`src/rtl/mips_multicycle_ctrl.sv`:
```
// Moore FSM controller for the multi-cycle MIPS datapath.
// Decodes opcode/funct from the instruction register and sequences the
// datapath selects/enables and the ALU control code through each instruction.
module mips_multicycle_ctrl (
    input  logic       clk,
    input  logic       reset,
    input  logic [5:0] opcode,
    input  logic [5:0] funct,
    input  logic       zero,
    output logic [3:0] aluCtrlSignal,
    output logic       aluSrcA,
    output logic [1:0] aluSrcB,
    output logic [1:0] pcSrc,
    output logic       pcEn,
    output logic       iorD,
    output logic       memRead,
    output logic       memWrite,
    output logic       irWrite,
    output logic       regDst,
    output logic       memToReg,
    output logic       regWrite,
    output logic       instrDone,
    output logic       illegalOp,
    output logic [3:0] state
);

    typedef enum logic [3:0] {
        FETCH   = 4'd0,
        DECODE  = 4'd1,
        MEMADR  = 4'd2,
        MEMRD   = 4'd3,
        MEMWB   = 4'd4,
        MEMWR   = 4'd5,
        EXECUTE = 4'd6,
        ALUWB   = 4'd7,
        BRANCH  = 4'd8,
        ADDIEX  = 4'd9,
        ADDIWB  = 4'd10,
        JUMP    = 4'd11
    } state_t;

    localparam logic [5:0] OP_RTYPE = 6'h00;
    localparam logic [5:0] OP_LW    = 6'h23;
    localparam logic [5:0] OP_SW    = 6'h2B;
    localparam logic [5:0] OP_BEQ   = 6'h04;
    localparam logic [5:0] OP_ADDI  = 6'h08;
    localparam logic [5:0] OP_J     = 6'h02;

    localparam logic [3:0] ALU_AND = 4'b0000;
    localparam logic [3:0] ALU_OR  = 4'b0001;
    localparam logic [3:0] ALU_ADD = 4'b0010;
    localparam logic [3:0] ALU_SUB = 4'b0110;
    localparam logic [3:0] ALU_SLT = 4'b0111;
    localparam logic [3:0] ALU_NOR = 4'b1100;

    state_t     state_q;
    state_t     state_d;
    logic       funct_ok;
    logic [3:0] funct_alu;

    // Internal (unmasked) enables; reset masking is applied at the ports.
    logic       pc_write;
    logic       branch_take;
    logic       mem_write_raw;
    logic       ir_write_raw;
    logic       reg_write_raw;

    // Map R-type funct to an ALU code and flag whether it is supported.
    always_comb begin
        funct_ok  = 1'b1;
        funct_alu = ALU_ADD;
        case (funct)
            6'h20:   funct_alu = ALU_ADD;
            6'h22:   funct_alu = ALU_SUB;
            6'h24:   funct_alu = ALU_AND;
            6'h25:   funct_alu = ALU_OR;
            6'h2A:   funct_alu = ALU_SLT;
            6'h27:   funct_alu = ALU_NOR;
            default: funct_ok  = 1'b0;
        endcase
    end

    // State register with synchronous reset back to FETCH.
    always_ff @(posedge clk) begin
        // NOTE: sequential state uses non-blocking assignment so every flop samples pre-edge values.
        if (reset) state_q <= FETCH;
        else       state_q <= state_d;
    end

    // Next-state and Moore output decode from the registered state.
    always_comb begin
        // NOTE: every output gets a default first so no path leaves a variable unassigned (no latches).
        state_d       = FETCH;
        aluCtrlSignal = ALU_ADD;
        aluSrcA       = 1'b0;
        aluSrcB       = 2'b00;
        pcSrc         = 2'b00;
        pc_write      = 1'b0;
        branch_take   = 1'b0;
        iorD          = 1'b0;
        memRead       = 1'b0;
        mem_write_raw = 1'b0;
        ir_write_raw  = 1'b0;
        regDst        = 1'b0;
        memToReg      = 1'b0;
        reg_write_raw = 1'b0;
        instrDone     = 1'b0;
        illegalOp     = 1'b0;

        case (state_q)
            FETCH: begin
                memRead      = 1'b1;
                ir_write_raw = 1'b1;
                pc_write     = 1'b1;
                aluSrcB      = 2'b01;
                state_d      = DECODE;
            end
            DECODE: begin
                // Precompute the branch target while the opcode is decoded.
                aluSrcB = 2'b11;
                case (opcode)
                    OP_RTYPE: begin
                        if (funct_ok) state_d = EXECUTE;
                        else          illegalOp = 1'b1;
                    end
                    OP_LW, OP_SW: state_d = MEMADR;
                    OP_BEQ:       state_d = BRANCH;
                    OP_ADDI:      state_d = ADDIEX;
                    OP_J:         state_d = JUMP;
                    default:      illegalOp = 1'b1;
                endcase
            end
            MEMADR: begin
                aluSrcA = 1'b1;
                aluSrcB = 2'b10;
                state_d = (opcode == OP_LW) ? MEMRD : MEMWR;
            end
            MEMRD: begin
                memRead = 1'b1;
                iorD    = 1'b1;
                state_d = MEMWB;
            end
            MEMWB: begin
                reg_write_raw = 1'b1;
                memToReg      = 1'b1;
                instrDone     = 1'b1;
            end
            MEMWR: begin
                mem_write_raw = 1'b1;
                iorD          = 1'b1;
                instrDone     = 1'b1;
            end
            EXECUTE: begin
                aluSrcA       = 1'b1;
                aluCtrlSignal = funct_alu;
                state_d       = ALUWB;
            end
            ALUWB: begin
                reg_write_raw = 1'b1;
                regDst        = 1'b1;
                instrDone     = 1'b1;
            end
            BRANCH: begin
                aluSrcA       = 1'b1;
                aluCtrlSignal = ALU_SUB;
                pcSrc         = 2'b01;
                branch_take   = zero;
                instrDone     = 1'b1;
            end
            ADDIEX: begin
                aluSrcA = 1'b1;
                aluSrcB = 2'b10;
                state_d = ADDIWB;
            end
            ADDIWB: begin
                reg_write_raw = 1'b1;
                instrDone     = 1'b1;
            end
            JUMP: begin
                pc_write  = 1'b1;
                pcSrc     = 2'b10;
                instrDone = 1'b1;
            end
            default: state_d = FETCH;
        endcase
    end

    // Architectural write enables are suppressed for as long as reset is held.
    assign pcEn     = (pc_write | branch_take) & ~reset;
    assign memWrite = mem_write_raw & ~reset;
    assign irWrite  = ir_write_raw & ~reset;
    assign regWrite = reg_write_raw & ~reset;
    assign state    = state_q;

endmodule

```
`config.mk`:
```
export PLATFORM = sky130hd
export DESIGN_NAME = mips_multicycle_ctrl
export DESIGN_NICKNAME = d
export VERILOG_FILES = /design/src/rtl/mips_multicycle_ctrl.sv
export SDC_FILE = /design/constraint.sdc
export NUM_CORES = 1
export LEC_CHECK = 0
export ABC_AREA = 1
export ABC_CLOCK_PERIOD_IN_PS = 1800
export BUFFER_PORTS_ARGS = -buffer_cell sky130_fd_sc_hd__buf_2
export CORE_UTILIZATION = 44
export CTS_CLUSTER_DIAMETER = 60
export DETAILED_ROUTE_END_ITERATION = 6
export PLACE_DENSITY = 0.83
export SLEW_MARGIN = 10
export SYNTH_ARGS = -nofsm -noshare
export SYNTH_HDL_FRONTEND = slang
export SYNTH_SLANG_ARGS = --single-unit
```
`constraint.sdc`:
```
create_clock -name clk -period 1.8 [get_ports clk]
set_input_delay 0.09 -clock clk [delete_from_list [all_inputs] [get_ports clk]]
set_output_delay 0.09 -clock clk [all_outputs]
set_load 0.02 [all_outputs]
```
==> results.yml <==
critical_path:
  crit_type: "flip-flop to output pin"
  reg2regPathDepth: 5
  slowest_delay_ps: 410
  crit_chain: "inv_2 -> nor2_1 -> inv_2 -> nor2_8 -> o21ai_1 -> or2_1 -> buf_2"
  rr_startpoint: "state[2]$_SDFF_PP0_"
  cp_common_cell: "inv_2"
  crit_end: "aluCtrlSignal[1]"
  critPathBufInv: 3
  crit_cells: 7
  crit_family: "simple AND/OR/NAND/NOR gates"
  r2r-end: "state[2]$_SDFF_PP0_"
  worstPathRequired_ps: 1710
  startpoint: "state[2]$_SDFF_PP0_"
  cp_max_fo: 5
  slowest_stage: "dfxtp_1"
  worst-r2r-setup-slack_ps: 540
  cp-end-kind: "output pin"
  start_kind: "flip-flop"
  critPathArrivalTime_ps: 1520
global_route:
  grt_max_degree: 9
  grt_pass1_wl_um: 2559
  grt_pass1_vias: 711
  antenna_found_initial: 0
  gr-total-overflow: 0
  grt_util_all_layers_pct: 23.87
logic_synthesis:
  synth-xor-area-share_pct: 0
  synthesis.area_um2: 591.8
  synth-simple-area-share_pct: 50.53
  synth_top_family_by_area: "simple AND/OR/NAND/NOR gates"
  syn-num-nets: 124
  yosys.cell_types.count: 23
  synth_top_cell_by_area: "dfxtp_1"
  syn_area_per_cell_um2: 5.430
  synth_cells: 109
  seq_area_frac_synth_pct: 13.53
  synthMuxAreaShare_pct: 0
  synth_area_leaders: "dfxtp_1 14%, nand2_1 13%, nor2_1 13%"
  synth_compound_area_share_pct: 20.72
  ys.warnings.count: 0
  synth-adder-area-share_pct: 0
  synth_top_area_share_pct: 13.53
  ys_ff_latch: 4
route:
  drc: 0
  first_pass_iters: 4
  vias: 818
  drt_wl_total_um: 1643
  routedWlPerCell_um: 10.14
  vias_per_cell: 5.049
  antenna_left: 0
  drtIter0Drc: 20
sta:
  fmax_ghz: 0.6223
  rsz0062_at_grt: "no"
  slew_headroom_pct: 78.45
  min_period_ps: 1607
  setup_tns_ps: 0
  holdWs_ps: 125.6
  setup_viol: 0
  maxSlewViolCount: 0
  clock_skew_ps: 4.110
  tightest_slew_ps: 322.0
  period_share_pct: 89.28
  finalHoldViolations: 0
final_layout:
  num_antenna_cells: 0
  stdcell_area_um2: 813.3
  final_cell_mix: "37 x buf_2, 21 x nand2_1, 20 x nor2_1, 18 x inv_1, 7 x a21oi_1"
  largest_reg_flops: 4
  final_common_cell: "buf_2"
  layout-drive-gt1-share_pct: 36.49
  area_growth_pct: 37.42
  num-nets-final: 165
clock_tree:
  cts_sinks: 4
  cts-resized-gates: 0
  cts_tree: "built"
  postCtsSetupBuffers: 0
  cts_buffer_depth: 2
  clock_latency_ps: 230
  postCtsHoldBufs: 0
  numCtsBuffers: 3
  clk_pin_slew_ps: 40
  cts_max_level: 1
  root_buffer: "clkbuf_4"
hold_path:
  hp-start: "reset"
  worst_hold_path_type: "input port to flip-flop"
  hold_depth: 2
placement:
  dp_hpwl_um: 1401
  place.gp.congestion: 0.7573
  place_area_um2: 790.8
  numPortBuffers: 37
power_and_ir_drop:
  total_power_mw: 0.3173
  power.density_nw_per_um2: 390.1
  p_leak_nw: 0.4909
  ir_drop_mv: 0.3092
floorplanning:
  die_h_um: 38.68
  die_w_um: 38.68
  ios: 38
  fp.dieArea_um2: 1496
  fp-row-count: 12
  coreArea_um2: 1171
  start_util_pct: 50.53
status:
  status: "finished clean"
flow_run:
  maxCapViolCount: 0
## kinds of logic (layout without fill, tap and decap cells)
family                 count (synthesis)  after routing
AOI/OAI and AO/OA                     21             21
and+or+nand+nor                       60             60
buffers and inverters                 24             63
DFF                                    4              4
## metal layers
| layer | vias to the layer above | track usage, % | part of all wire (%) |
|---|---|---|---|
| met5 | - | 0 | 0 |
| met4 | 0 | 7.759 | 0.37 |
| met3 | 2 | 1.156 | 9.3 |
| met2 | 43 | 45.83 | 50 |
| met1 | 346 | 27.34 | 40 |
| li1 | 427 | - | - |
## cells in the mapped netlist (all sizes together)
cell    instances
nor2           27
inv            23
nand2          21
a21oi           8
o21ai           6
nand4           5
dfxtp           4
nand3           4
a31oi           2
nor3            2
o22ai           2
a211o           1
a21boi          1
buf             1
o211ai          1
or2             1
## power by group
part | internal (mW) | switching [mW] | leakage, nW
Combinational | 0.0373 | 0.0708 | 0.445
Sequential | 0.0917 | 0.00446 | 0.0326
Clock | 0.0747 | 0.0383 | 0.0138
Total | 0.204 | 0.114 | 0.491
## worst min path at each step
stage / slack (ps) / end
3_5_place_dp: 370 / state[1]$_SDFF_PP0_
3_3_place_gp: 370 / state[1]$_SDFF_PP0_
5_1_grt: 140 / state[1]$_SDFF_PP0_
2_1_floorplan: 350 / aluCtrlSignal[3]
4_1_cts: 120 / state[1]$_SDFF_PP0_
6_report: 130 / state[1]$_SDFF_PP0_
## stage by stage
stage | worst slack (ps) | util [%] | std cells
2_1_floorplan | 148.0 | - | 109
3_3_place_gp | 454.6 | 67.52 | 159
3_5_place_dp | 443.9 | 67.52 | 159
4_1_cts | 198.1 | 69.44 | 162
5_1_grt | 37.30 | 69.44 | 162
6_report | 193.0 | 69.44 | 162
## cell type report
| cell class | count | area [µm²] |
|---|---|---|
| Multi-Input combinational cell | 81 | 421.7 |
| Fill cell | 120 | 357.8 |
| Timing Repair Buffer | 37 | 185.2 |
| Inverter | 23 | 86.33 |
| Sequential cell | 4 | 80.08 |
| Clock buffer | 3 | 22.52 |
| Tap cell | 14 | 17.52 |
(Power assumes the default switching activity.)
